--- src/rtl/mainfsm_hs_pkg.sv ---
// Shared definitions for the handshaked multicycle main control FSM:
// state encoding, control-word bit positions and datapath mux encodings.
package mainfsm_hs_pkg;

  localparam int STATE_W = 4;

  typedef enum logic [3:0] {
    S_FETCH      = 4'd0,
    S_DECODE     = 4'd1,
    S_MEMADR     = 4'd2,
    S_MEMRD      = 4'd3,
    S_MEMWB      = 4'd4,
    S_MEMWR      = 4'd5,
    S_EXECUTER   = 4'd6,
    S_EXECUTEI   = 4'd7,
    S_ALUWB      = 4'd8,
    S_BRANCH     = 4'd9,
    S_FAULT      = 4'd10,
    S_EXECUTEF   = 4'd11,
    S_FPUWB      = 4'd12,
    S_ALU64WB_LO = 4'd13,
    S_FPUWAIT    = 4'd14,
    S_ALU64WB_HI = 4'd15
  } state_t;

  // Control-word bit positions (two-bit fields occupy [pos +: 2]).
  localparam int CW_IRWRITE  = 0;
  localparam int CW_ADRSRC   = 1;
  localparam int CW_NEXTPC   = 2;
  localparam int CW_BRANCH   = 3;
  localparam int CW_MEMW     = 4;
  localparam int CW_REGW     = 5;
  localparam int CW_ALUOP    = 6;
  localparam int CW_RS       = 7;
  localparam int CW_SA       = 9;
  localparam int CW_SB       = 11;
  localparam int CW_SRC64    = 13;
  localparam int CW_FPUW     = 14;
  localparam int CW_FPUSTART = 15;
  localparam int CW_MEMREQ   = 16;
  localparam int CW_FAULT    = 17;
  localparam int CW_W        = 18;

  // ResultSrc encodings.
  localparam logic [1:0] RS_ALUOUT    = 2'b00;
  localparam logic [1:0] RS_DATA      = 2'b01;
  localparam logic [1:0] RS_ALURESULT = 2'b10;

  // ALUSrcA encodings.
  localparam logic [1:0] SA_RN = 2'b00;
  localparam logic [1:0] SA_PC = 2'b01;

  // ALUSrcB encodings.
  localparam logic [1:0] SB_RM   = 2'b00;
  localparam logic [1:0] SB_IMM  = 2'b01;
  localparam logic [1:0] SB_FOUR = 2'b10;

endpackage

--- src/rtl/mainfsm_hs_if.sv ---
// Decoder/datapath side of the main FSM: instruction class inputs,
// handshakes and all datapath control outputs.
interface mainfsm_hs_if;
  import mainfsm_hs_pkg::*;

  logic [1:0]         Op;
  logic [5:0]         Funct;
  logic               Flag_64b;
  logic               MemReady;
  logic               FpuDone;

  logic               IRWrite;
  logic               AdrSrc;
  logic               NextPC;
  logic               Branch;
  logic               MemW;
  logic               RegW;
  logic               ALUOp;
  logic [1:0]         ResultSrc;
  logic [1:0]         ALUSrcA;
  logic [1:0]         ALUSrcB;
  logic               Src_64b;
  logic               FpuW;
  logic               FpuStart;
  logic               MemReq;
  logic               Fault;
  logic [STATE_W-1:0] StateOut;

  // Controller side.
  modport master (
    input  Op, Funct, Flag_64b, MemReady, FpuDone,
    output IRWrite, AdrSrc, NextPC, Branch, MemW, RegW, ALUOp,
           ResultSrc, ALUSrcA, ALUSrcB, Src_64b, FpuW, FpuStart,
           MemReq, Fault, StateOut
  );

  // Datapath / decoder side.
  modport slave (
    output Op, Funct, Flag_64b, MemReady, FpuDone,
    input  IRWrite, AdrSrc, NextPC, Branch, MemW, RegW, ALUOp,
           ResultSrc, ALUSrcA, ALUSrcB, Src_64b, FpuW, FpuStart,
           MemReq, Fault, StateOut
  );

endinterface

--- src/rtl/mainfsm_hs_timeout_cnt.sv ---
// FPU wait-time counter: cleared on request, counts while enabled,
// saturates at all-ones and flags the last permitted wait cycle.
module mainfsm_timeout_cnt #(
  parameter int CNT_W   = 4,
  parameter int TIMEOUT = 15
) (
  input  logic clk,
  input  logic reset,
  input  logic clr,
  input  logic en,
  output logic expired
);

  localparam logic [CNT_W-1:0] CNT_MAX  = {CNT_W{1'b1}};
  localparam logic [CNT_W-1:0] CNT_ONE  = CNT_W'(1);
  localparam logic [CNT_W-1:0] CNT_LAST = CNT_W'((TIMEOUT > 0) ? (TIMEOUT - 1) : 0);

  logic [CNT_W-1:0] cnt;

  // Saturating wait counter; clear has priority over counting.
  always_ff @(posedge clk or negedge reset) begin
    if (!reset) begin
      cnt <= '0;
    end else if (clr) begin
      cnt <= '0;
    end else if (en && (cnt != CNT_MAX)) begin
      cnt <= cnt + CNT_ONE;
    end else begin
      cnt <= cnt;
    end
  end

  // A zero timeout disables expiry entirely.
  assign expired = (TIMEOUT != 0) && (cnt == CNT_LAST);

endmodule

--- src/rtl/mainfsm_hs.sv ---
// Multicycle main control FSM with memory ready handshake, FPU start/done
// handshake with timeout, two-cycle 64-bit writeback and sticky FAULT.
// Moore-style: controls decode from state; only IRWrite/NextPC in FETCH
// are qualified by MemReady so the fetch commits exactly once.
module mainfsm_hs
  import mainfsm_hs_pkg::*;
#(
  parameter int MEM_HS      = 1,
  parameter int FPU_EN      = 1,
  parameter int FPU_TIMEOUT = 15,
  parameter int CNT_W       = 4,
  parameter int WIDE_WB     = 1
) (
  input  logic         clk,
  input  logic         reset,
  mainfsm_hs_if.master bus
);

  state_t            state;
  state_t            state_next;
  logic              mem_rdy;
  logic              wide_sel;
  logic              cnt_clr;
  logic              cnt_en;
  logic              cnt_expired;
  logic [CW_W-1:0]   ctrl;
  logic              unused_funct;

  assign mem_rdy      = (MEM_HS != 0) ? bus.MemReady : 1'b1;
  assign wide_sel     = (WIDE_WB != 0) && bus.Flag_64b;
  assign cnt_clr      = (state == S_EXECUTEF);
  assign cnt_en       = (state == S_FPUWAIT) && !bus.FpuDone;
  assign unused_funct = ^bus.Funct[4:1];

  mainfsm_timeout_cnt #(
    .CNT_W   (CNT_W),
    .TIMEOUT (FPU_TIMEOUT)
  ) u_timeout (
    .clk     (clk),
    .reset   (reset),
    .clr     (cnt_clr),
    .en      (cnt_en),
    .expired (cnt_expired)
  );

  // State register; reset returns to FETCH immediately.
  always_ff @(posedge clk or negedge reset) begin
    if (!reset) begin
      state <= S_FETCH;
    end else begin
      state <= state_next;
    end
  end

  // Next-state selection.
  always_comb begin
    state_next = state;
    case (state)
      S_FETCH:      state_next = mem_rdy ? S_DECODE : S_FETCH;
      S_DECODE: begin
        case (bus.Op)
          2'b00:   state_next = bus.Funct[5] ? S_EXECUTEI : S_EXECUTER;
          2'b01:   state_next = S_MEMADR;
          2'b10:   state_next = S_BRANCH;
          2'b11:   state_next = (FPU_EN != 0) ? S_EXECUTEF : S_FAULT;
          default: state_next = S_FAULT;
        endcase
      end
      S_MEMADR:     state_next = bus.Funct[0] ? S_MEMRD : S_MEMWR;
      S_MEMRD:      state_next = mem_rdy ? S_MEMWB : S_MEMRD;
      S_MEMWB:      state_next = S_FETCH;
      S_MEMWR:      state_next = mem_rdy ? S_FETCH : S_MEMWR;
      S_EXECUTER,
      S_EXECUTEI:   state_next = wide_sel ? S_ALU64WB_LO : S_ALUWB;
      S_ALUWB:      state_next = S_FETCH;
      S_ALU64WB_LO: state_next = S_ALU64WB_HI;
      S_ALU64WB_HI: state_next = S_FETCH;
      S_BRANCH:     state_next = S_FETCH;
      S_EXECUTEF:   state_next = S_FPUWAIT;
      // FpuDone in the expiry cycle still completes the operation.
      S_FPUWAIT:    state_next = bus.FpuDone ? S_FPUWB :
                                 (cnt_expired ? S_FAULT : S_FPUWAIT);
      S_FPUWB:      state_next = S_FETCH;
      S_FAULT:      state_next = S_FAULT;
      default:      state_next = S_FAULT;
    endcase
  end

  // Control-word decode per state.
  always_comb begin
    ctrl = '0;
    case (state)
      S_FETCH: begin
        ctrl[CW_MEMREQ]  = 1'b1;
        ctrl[CW_IRWRITE] = mem_rdy;
        ctrl[CW_NEXTPC]  = mem_rdy;
        ctrl[CW_RS +: 2] = RS_ALURESULT;
        ctrl[CW_SA +: 2] = SA_PC;
        ctrl[CW_SB +: 2] = SB_FOUR;
      end
      S_DECODE: begin
        ctrl[CW_RS +: 2] = RS_ALURESULT;
        ctrl[CW_SA +: 2] = SA_PC;
        ctrl[CW_SB +: 2] = SB_FOUR;
      end
      S_MEMADR:   ctrl[CW_SB +: 2] = SB_IMM;
      S_MEMRD: begin
        ctrl[CW_MEMREQ] = 1'b1;
        ctrl[CW_ADRSRC] = 1'b1;
      end
      S_MEMWB: begin
        ctrl[CW_REGW]    = 1'b1;
        ctrl[CW_RS +: 2] = RS_DATA;
      end
      S_MEMWR: begin
        ctrl[CW_MEMREQ] = 1'b1;
        ctrl[CW_ADRSRC] = 1'b1;
        ctrl[CW_MEMW]   = 1'b1;
      end
      S_EXECUTER: ctrl[CW_ALUOP] = 1'b1;
      S_EXECUTEI: begin
        ctrl[CW_ALUOP]   = 1'b1;
        ctrl[CW_SB +: 2] = SB_IMM;
      end
      S_ALUWB:      ctrl[CW_REGW] = 1'b1;
      S_ALU64WB_LO: ctrl[CW_REGW] = 1'b1;
      S_ALU64WB_HI: begin
        ctrl[CW_REGW]  = 1'b1;
        ctrl[CW_SRC64] = 1'b1;
      end
      S_BRANCH: begin
        ctrl[CW_BRANCH]  = 1'b1;
        ctrl[CW_RS +: 2] = RS_ALURESULT;
        ctrl[CW_SB +: 2] = SB_IMM;
      end
      S_EXECUTEF: ctrl[CW_FPUSTART] = 1'b1;
      S_FPUWAIT:  ctrl = '0;
      S_FPUWB:    ctrl[CW_FPUW]  = 1'b1;
      S_FAULT:    ctrl[CW_FAULT] = 1'b1;
      default:    ctrl[CW_FAULT] = 1'b1;
    endcase
  end

  // Reset abandons a pending access and suppresses the fetch commit.
  assign bus.MemReq    = ctrl[CW_MEMREQ]  & reset;
  assign bus.IRWrite   = ctrl[CW_IRWRITE] & reset;
  assign bus.NextPC    = ctrl[CW_NEXTPC]  & reset;
  assign bus.AdrSrc    = ctrl[CW_ADRSRC];
  assign bus.Branch    = ctrl[CW_BRANCH];
  assign bus.MemW      = ctrl[CW_MEMW];
  assign bus.RegW      = ctrl[CW_REGW];
  assign bus.ALUOp     = ctrl[CW_ALUOP];
  assign bus.ResultSrc = ctrl[CW_RS +: 2];
  assign bus.ALUSrcA   = ctrl[CW_SA +: 2];
  assign bus.ALUSrcB   = ctrl[CW_SB +: 2];
  assign bus.Src_64b   = ctrl[CW_SRC64];
  assign bus.FpuW      = ctrl[CW_FPUW];
  assign bus.FpuStart  = ctrl[CW_FPUSTART];
  assign bus.Fault     = ctrl[CW_FAULT];
  assign bus.StateOut  = state;

endmodule

--- src/flat_wrapper.sv ---
// flat-port wrapper written by rule: the top's interface ports become plain ports
module mainfsm_hs_flat import mainfsm_hs_pkg::*;
#(
  parameter int MEM_HS      = 1,
  parameter int FPU_EN      = 1,
  parameter int FPU_TIMEOUT = 15,
  parameter int CNT_W       = 4,
  parameter int WIDE_WB     = 1
)
  (clk, reset, bus_Op, bus_Funct, bus_Flag_64b, bus_MemReady, bus_FpuDone, bus_IRWrite, bus_AdrSrc, bus_NextPC, bus_Branch, bus_MemW, bus_RegW, bus_ALUOp, bus_ResultSrc, bus_ALUSrcA, bus_ALUSrcB, bus_Src_64b, bus_FpuW, bus_FpuStart, bus_MemReq, bus_Fault, bus_StateOut);
  mainfsm_hs_if bus_i ();
  input  logic clk;
  input  logic reset;
  input wire logic [$bits(bus_i.Op)-1:0] bus_Op;
  input wire logic [$bits(bus_i.Funct)-1:0] bus_Funct;
  input wire logic [$bits(bus_i.Flag_64b)-1:0] bus_Flag_64b;
  input wire logic [$bits(bus_i.MemReady)-1:0] bus_MemReady;
  input wire logic [$bits(bus_i.FpuDone)-1:0] bus_FpuDone;
  output wire logic [$bits(bus_i.IRWrite)-1:0] bus_IRWrite;
  output wire logic [$bits(bus_i.AdrSrc)-1:0] bus_AdrSrc;
  output wire logic [$bits(bus_i.NextPC)-1:0] bus_NextPC;
  output wire logic [$bits(bus_i.Branch)-1:0] bus_Branch;
  output wire logic [$bits(bus_i.MemW)-1:0] bus_MemW;
  output wire logic [$bits(bus_i.RegW)-1:0] bus_RegW;
  output wire logic [$bits(bus_i.ALUOp)-1:0] bus_ALUOp;
  output wire logic [$bits(bus_i.ResultSrc)-1:0] bus_ResultSrc;
  output wire logic [$bits(bus_i.ALUSrcA)-1:0] bus_ALUSrcA;
  output wire logic [$bits(bus_i.ALUSrcB)-1:0] bus_ALUSrcB;
  output wire logic [$bits(bus_i.Src_64b)-1:0] bus_Src_64b;
  output wire logic [$bits(bus_i.FpuW)-1:0] bus_FpuW;
  output wire logic [$bits(bus_i.FpuStart)-1:0] bus_FpuStart;
  output wire logic [$bits(bus_i.MemReq)-1:0] bus_MemReq;
  output wire logic [$bits(bus_i.Fault)-1:0] bus_Fault;
  output wire logic [$bits(bus_i.StateOut)-1:0] bus_StateOut;
  assign bus_i.Op = bus_Op;
  assign bus_i.Funct = bus_Funct;
  assign bus_i.Flag_64b = bus_Flag_64b;
  assign bus_i.MemReady = bus_MemReady;
  assign bus_i.FpuDone = bus_FpuDone;
  assign bus_IRWrite = bus_i.IRWrite;
  assign bus_AdrSrc = bus_i.AdrSrc;
  assign bus_NextPC = bus_i.NextPC;
  assign bus_Branch = bus_i.Branch;
  assign bus_MemW = bus_i.MemW;
  assign bus_RegW = bus_i.RegW;
  assign bus_ALUOp = bus_i.ALUOp;
  assign bus_ResultSrc = bus_i.ResultSrc;
  assign bus_ALUSrcA = bus_i.ALUSrcA;
  assign bus_ALUSrcB = bus_i.ALUSrcB;
  assign bus_Src_64b = bus_i.Src_64b;
  assign bus_FpuW = bus_i.FpuW;
  assign bus_FpuStart = bus_i.FpuStart;
  assign bus_MemReq = bus_i.MemReq;
  assign bus_Fault = bus_i.Fault;
  assign bus_StateOut = bus_i.StateOut;
  mainfsm_hs #(.MEM_HS(MEM_HS), .FPU_EN(FPU_EN), .FPU_TIMEOUT(FPU_TIMEOUT), .CNT_W(CNT_W), .WIDE_WB(WIDE_WB)) u_core (.clk(clk), .reset(reset), .bus(bus_i));
endmodule
--- config.mk ---
export PLATFORM = sky130hd
export DESIGN_NAME = mainfsm_hs_flat
export DESIGN_NICKNAME = d
export VERILOG_FILES = /design/src/rtl/mainfsm_hs_pkg.sv /design/src/rtl/mainfsm_hs_if.sv /design/src/rtl/mainfsm_hs_timeout_cnt.sv /design/src/rtl/mainfsm_hs.sv /design/src/flat_wrapper.sv
export SDC_FILE = /design/constraint.sdc
export NUM_CORES = 1
export LEC_CHECK = 0
export CAP_MARGIN = 10
export CORE_UTILIZATION = 44
export CTS_CLUSTER_DIAMETER = 40
export CTS_CLUSTER_SIZE = 24
export DETAILED_ROUTE_END_ITERATION = 8
export PLACE_DENSITY = 0.84
export SLEW_MARGIN = 10
export SYNTH_ARGS = -nofsm -noshare
export SYNTH_HDL_FRONTEND = slang
export SYNTH_SLANG_ARGS = --single-unit
--- constraint.sdc ---
create_clock -name clk -period 2.9 [get_ports clk]
set_clock_uncertainty 0.1 [all_clocks]
set_input_delay 0.29 -clock clk [delete_from_list [all_inputs] [get_ports clk]]
set_output_delay 0.29 -clock clk [all_outputs]
set_load 0.01 [all_outputs]
======== Yosys cells after proc, flatten, opt, wreduce, memory -nomap -nowiden ========
Cells that the tools add are included.
word-level totals
  flip-flop bits (word level) ............. 8
  output and inout bits ................... 22
  logic and storage cells ................. 65
cells by class
  $add $sub $neg .......................... 1
  eq/ne operators ......................... 20
  muxes and demuxes ....................... 26
  bitwise operators ....................... 2
  reductions and logical operators ........ 14
operators with widths
  operator                                                               count
  4-bit one-hot mux with 11 select lines                                 1
  4-bit equality test, second input constant                             9
  4-bit by 3-bit equality test with 1-bit output, second input constant  4
  4-bit one-hot mux with 4 select lines                                  1
  3-bit 2-to-1 mux                                                       5
  1-bit 2-to-1 mux                                                       14
  4-bit 2-to-1 mux                                                       3
  3-bit OR reduction                                                     3
  4-bit by 2-bit equality test with 1-bit output, second input constant  2
  2-bit one-hot mux with 2 select lines                                  2
  2-bit OR reduction                                                     3
  5-bit OR reduction                                                     1
  4-bit by 1-bit adder with 4-bit output, second input constant          1
  2-bit equality test, second input constant                             2
  4-bit by 1-bit equality test with 1-bit output, second input constant  1
  4-bit logical NOT                                                      1
  4-bit != test, second input constant                                   1
  4-bit OR reduction                                                     1
  1-bit AND                                                              2
  2-bit by 1-bit equality test with 1-bit output, second input constant  1
  1-bit logical AND                                                      2
  2-bit logical NOT                                                      1
  2-bit nonzero test                                                     1
  1-bit logical NOT                                                      1

======== Longest topological paths before layout ========
  depth in word-level cells ............... 5
  gate-level depth with buffers ........... 6

======== Modules after synthesis ========
Synthesis repeated with hierarchy kept, for this count alone.
second synthesis, totals
  cells, all modules ...................... 99
  area total of the unflattened synthesis .. 765.7 µm²
by module, submodules not included
  module               instances  cells an instance  area an instance (µm²)  seq. area each (µm²)
  mainfsm_hs           1          76                 514.2                   100.1
  mainfsm_timeout_cnt  1          23                 251.5                   100.1

======== Worst setup path after synthesis ========
OpenSTA, ideal clock, no wires.
  path type ............................... reg2out
  start ................................... reg u_core.state[3] (netlist: u_core.bus.StateOut[3])
  end ..................................... out bus_RegW
  arrival ................................. 1.345 ns
  slack ................................... 1.165 ns
  cell stages (with the launch flop) ...... 6
  path buffers ............................ 1
  cell sequence ........................... dfrtp_1 > buf_2 > inv_1 > nand2_1 > nor3_1 > o21bai_1
on the way
  cells in the longest elaborated chain, start to end .. 3
  elaborated cells on any way between the ends .. 6
  classes of those cells .................. eq/ne (4); mux (1); reduce/logical (1)
ends and longest elaborated chain
  what                                                                                   line                text
  from (decl)                                                                            mainfsm_hs.sv:19    state_t state;
  from (signal assigned)                                                                 mainfsm_hs.sv:51    state <= state_next;
  4-bit by 3-bit equality test with 1-bit output or 4-bit equality test (tied branches)  mainfsm_hs.sv:92    case (state)
  4-bit OR reduction (no line) (*)                                                       --
  1-bit 2-to-1 mux (*)                                                                   mainfsm_hs.sv:92
  to (decl)                                                                              flat_wrapper.sv:24  output wire logic [$bits(bus_i.RegW)-1:0] bus_RegW;
Every way passes the cells marked *; elsewhere a longest branch is shown, timed or not.

======== Worst setup path after layout ========
  start ................................... reg u_core.state[2] (netlist: u_core.bus.StateOut[2])
  end ..................................... out bus_FpuStart
on the way
  cells in the longest elaborated chain, start to end .. 2
ends and longest elaborated chain
  what                 line                text
  4-bit equality test  mainfsm_hs.sv:92
  1-bit 2-to-1 mux     mainfsm_hs.sv:92
  to (decl)            flat_wrapper.sv:31  output wire logic [$bits(bus_i.FpuStart)-1:0] bus_FpuStart;
No other way between the ends.

==> metrics.yaml <==
synth:
  ys_ff_latch: 8
  synth_top_area_share_pct: 26.1
  synth_compound_area_share_pct: 22.8
  synth_cell_types: 37
  synth_seq_area_share_pct: 26.1
  synth_xor_area_share_pct: 3.42
  avgSynthCellArea_um2: 7.46
  synth_mux_area_share_pct: 1.30
  synth_top_cell_by_area: "dfrtp_1"
  synth_top_family_by_area: "simple AND/OR/NAND/NOR gates"
  ys_top_cells_by_area: "dfrtp_1 (26%), nor2_1 (8.8%), o21ai_0 (5.2%)"
  synthesis.nets: 118
  ys_warn_count: 0
  synth_area_um2: 768
  synth_ff_type: "dfrtp_1"
  async_flop_share_pct: 100
  syn-instance-count: 103
  synth_edf_count: 0
  yosys.area_share.simple_pct: 33.1
  yosysMostFrequentCell: "nor2_1"
  synth_adder_area_share_pct: 3.26
  synthTopCellsByCount: "nor2_1 (18), dfrtp_1 (8), o21ai_0 (8)"
grt:
  grt_pass1_vias: 631
  grt_first_pass_wirelength_um: 2930
  grt_max_degree: 19
  overflow: 0
  antenna_found_initial: 0
  grtUsageTotal_pct: 20.7
detailed_routing:
  vias: 827
  first_iter_violations: 38
  ant_nets: 0
  viasPerCell: 5.70
  dr.pass1.iters: 6
  drc_errors: 4
  wirelength_um: 1840
  wl_per_cell_um: 12.7
cts:
  path_clk_slew_ns: 0.05
  cts_setup_buffers: 0
  clk_latency_ns: 0.26
  hold_buffers: 0
  cts_buffer_depth: 2
  cts_resized: 0
  cts_inserted_buffers: 3
  cts_tree: "built"
  numClockSinks: 8
  root_buffer: "clkbuf_4"
  htreeDepth: 1
run:
  cap_violations: 0
power_and_ir_drop:
  power.total_mw: 0.968
  ir_drop_mv: 0.656
  powerDensity_mw_per_mm2: 902
  p_leak_nw: 0.438
finish:
  nets: 146
  antennaDiodeCount: 0
  final_area_mm2: 0.00107
  multi_input_area_um2: 494
  register_area_um2: 200
  layout-drive-gt1-share_pct: 7.75
  fill_cells: 125
  area_growth_pct: 39.6
critical_path:
  reg2reg_from: "u_core.bus.StateOut[2]$_DFF_PN0_"
  required_ns: 2.51
  end_kind: "output pin"
  crit_type: "reg2out"
  crit_arrival_ns: 2.13
  path_max_fanout: 18
  worst_r2r_path_depth: 4
  ff2ff_setup_slack_ns: 1.17
  regToRegEndpoint: "u_core.u_timeout.cnt[0]$_DFFE_PN0P_"
  start_kind: "flop"
timing:
  fin_setup_tns_ns: 0
  max-slew-margin-rel_pct: 61.3
  hold_violations: 0
  fmax_mhz: 396
  slew_viol_final: 0
  tightest_slew_ns: 0.580
  period_minus_slack_ns: 2.52
  period_share_pct: 87.0
  setup_viol: 0
  rsz0062_at_grt: "no"
die:
  fp.dieH_um: 43.8
  die_w_um: 43.8
  row_count: 14
  core-area_mm2: 0.00158
  start_util_pct: 48.7
  io_pins: 35
  die_area_mm2: 0.00192
outcome:
  violations: "DRC"
  run_status: "finished with violations"
placed_design:
  place_congestion: 0.911
  port-buffer-count: 29
  dp.final_hpwl_um: 1380
  dpl_cell_area_mm2: 0.00105
worst_hold_path:
  hp-class: "in2async"
[final cells by class]
class                      count  share of cell area (%)
sequential                     8                    18.7
tap                           16                    1.87
multi-input combinational     80                    46.1
clock buffer                   3                    2.10
timing repair buffer          32                    29.2
inverter                       6                    2.10
[critical path, cell delays in order, from the launching register on]
cell             delay [ns]
dfrtp_1                0.58
nand2b_1               0.35
nor2_1                 0.33
clkdlybuf4s50_1        0.61
[through the flow]
stage                     hold slack [ns]  worst slack (ns)  std cells  util [%]
after floorplan                    -0.106              1.17        103         -
after global placement              0.477             0.682        142      66.6
after detailed placement            0.481             0.660        142      66.6
after CTS                           0.223             0.374        145      68.0
after global routing                0.225             0.263        145      68.0
final                               0.223             0.377        145      68.0
[worst max path at each step]
| stage | from | end | slack, ns | cells after the start |
|---|---|---|---|---|
| 6_report | u_core.bus.StateOut[2]$_DFF_PN0_ | bus_FpuStart | 0.38 | 3 |
| 5_1_grt | u_core.bus.StateOut[2]$_DFF_PN0_ | bus_FpuStart | 0.26 | 3 |
| 4_1_cts | u_core.bus.StateOut[2]$_DFF_PN0_ | bus_FpuStart | 0.37 | 3 |
| 3_5_place_dp | u_core.bus.StateOut[2]$_DFF_PN0_ | bus_FpuStart | 0.66 | 3 |
| 3_3_place_gp | u_core.bus.StateOut[2]$_DFF_PN0_ | bus_FpuStart | 0.68 | 3 |
| 2_1_floorplan | u_core.bus.StateOut[3]$_DFF_PN0_ | bus_RegW | 1.17 | 5 |
[per-layer routing]
metal,track usage [%],wire [um],vias up
met5,0,0,-
met4,7.50,27,0
met3,5.42,129,5
met2,28.7,819,33
met1,30.5,863,372
li1,-,-,417
[sequential cells by signal (all words and copies together) (netlist names)]
| signal | count |
|---|---|
| u_core.u_timeout.cnt | 4 |
| u_core.bus.StateOut | 4 |
[cell families (layout without fill, tap and decap cells)]
kind of cell             count (synthesis)  after routing
flip-flops                               8              8
AND/OR/NAND/NOR                         48             48
XOR/XNOR                                 3              3
adder cells (fa/ha/maj)                  2              2
multiplexers                             1              1
other                                    1              1
buffers and inverters                   15             41
AO/OA/AOI/OAI                           25             25
[layout by cell type, fill, tap and decap left out, drive strengths merged, types with 2 or more instances in the layout]
cell           netlist  final
a211oi               2      2
a21oi                5      5
a31oi                2      2
and3                 2      2
buf                  8      3
clkbuf               1      3
clkdlybuf4s50        0     29
dfrtp                8      8
ha                   2      2
inv                  6      6
nand2                7      7
nand2b               3      3
nand4b               2      2
nor2                19     19
nor3                 7      7
nor4                 2      2
o21ai                8      8
xnor2                2      2
[where the power goes]
part	leakage [nW]	internal (mW)	switching (mW)
registers	0.105	0.152	0.0886
logic	0.319	0.326	0.317
clock network	0.0138	0.0473	0.0370
total	0.438	0.525	0.442
No activity file was read; power rests on OpenSTA's default activity.
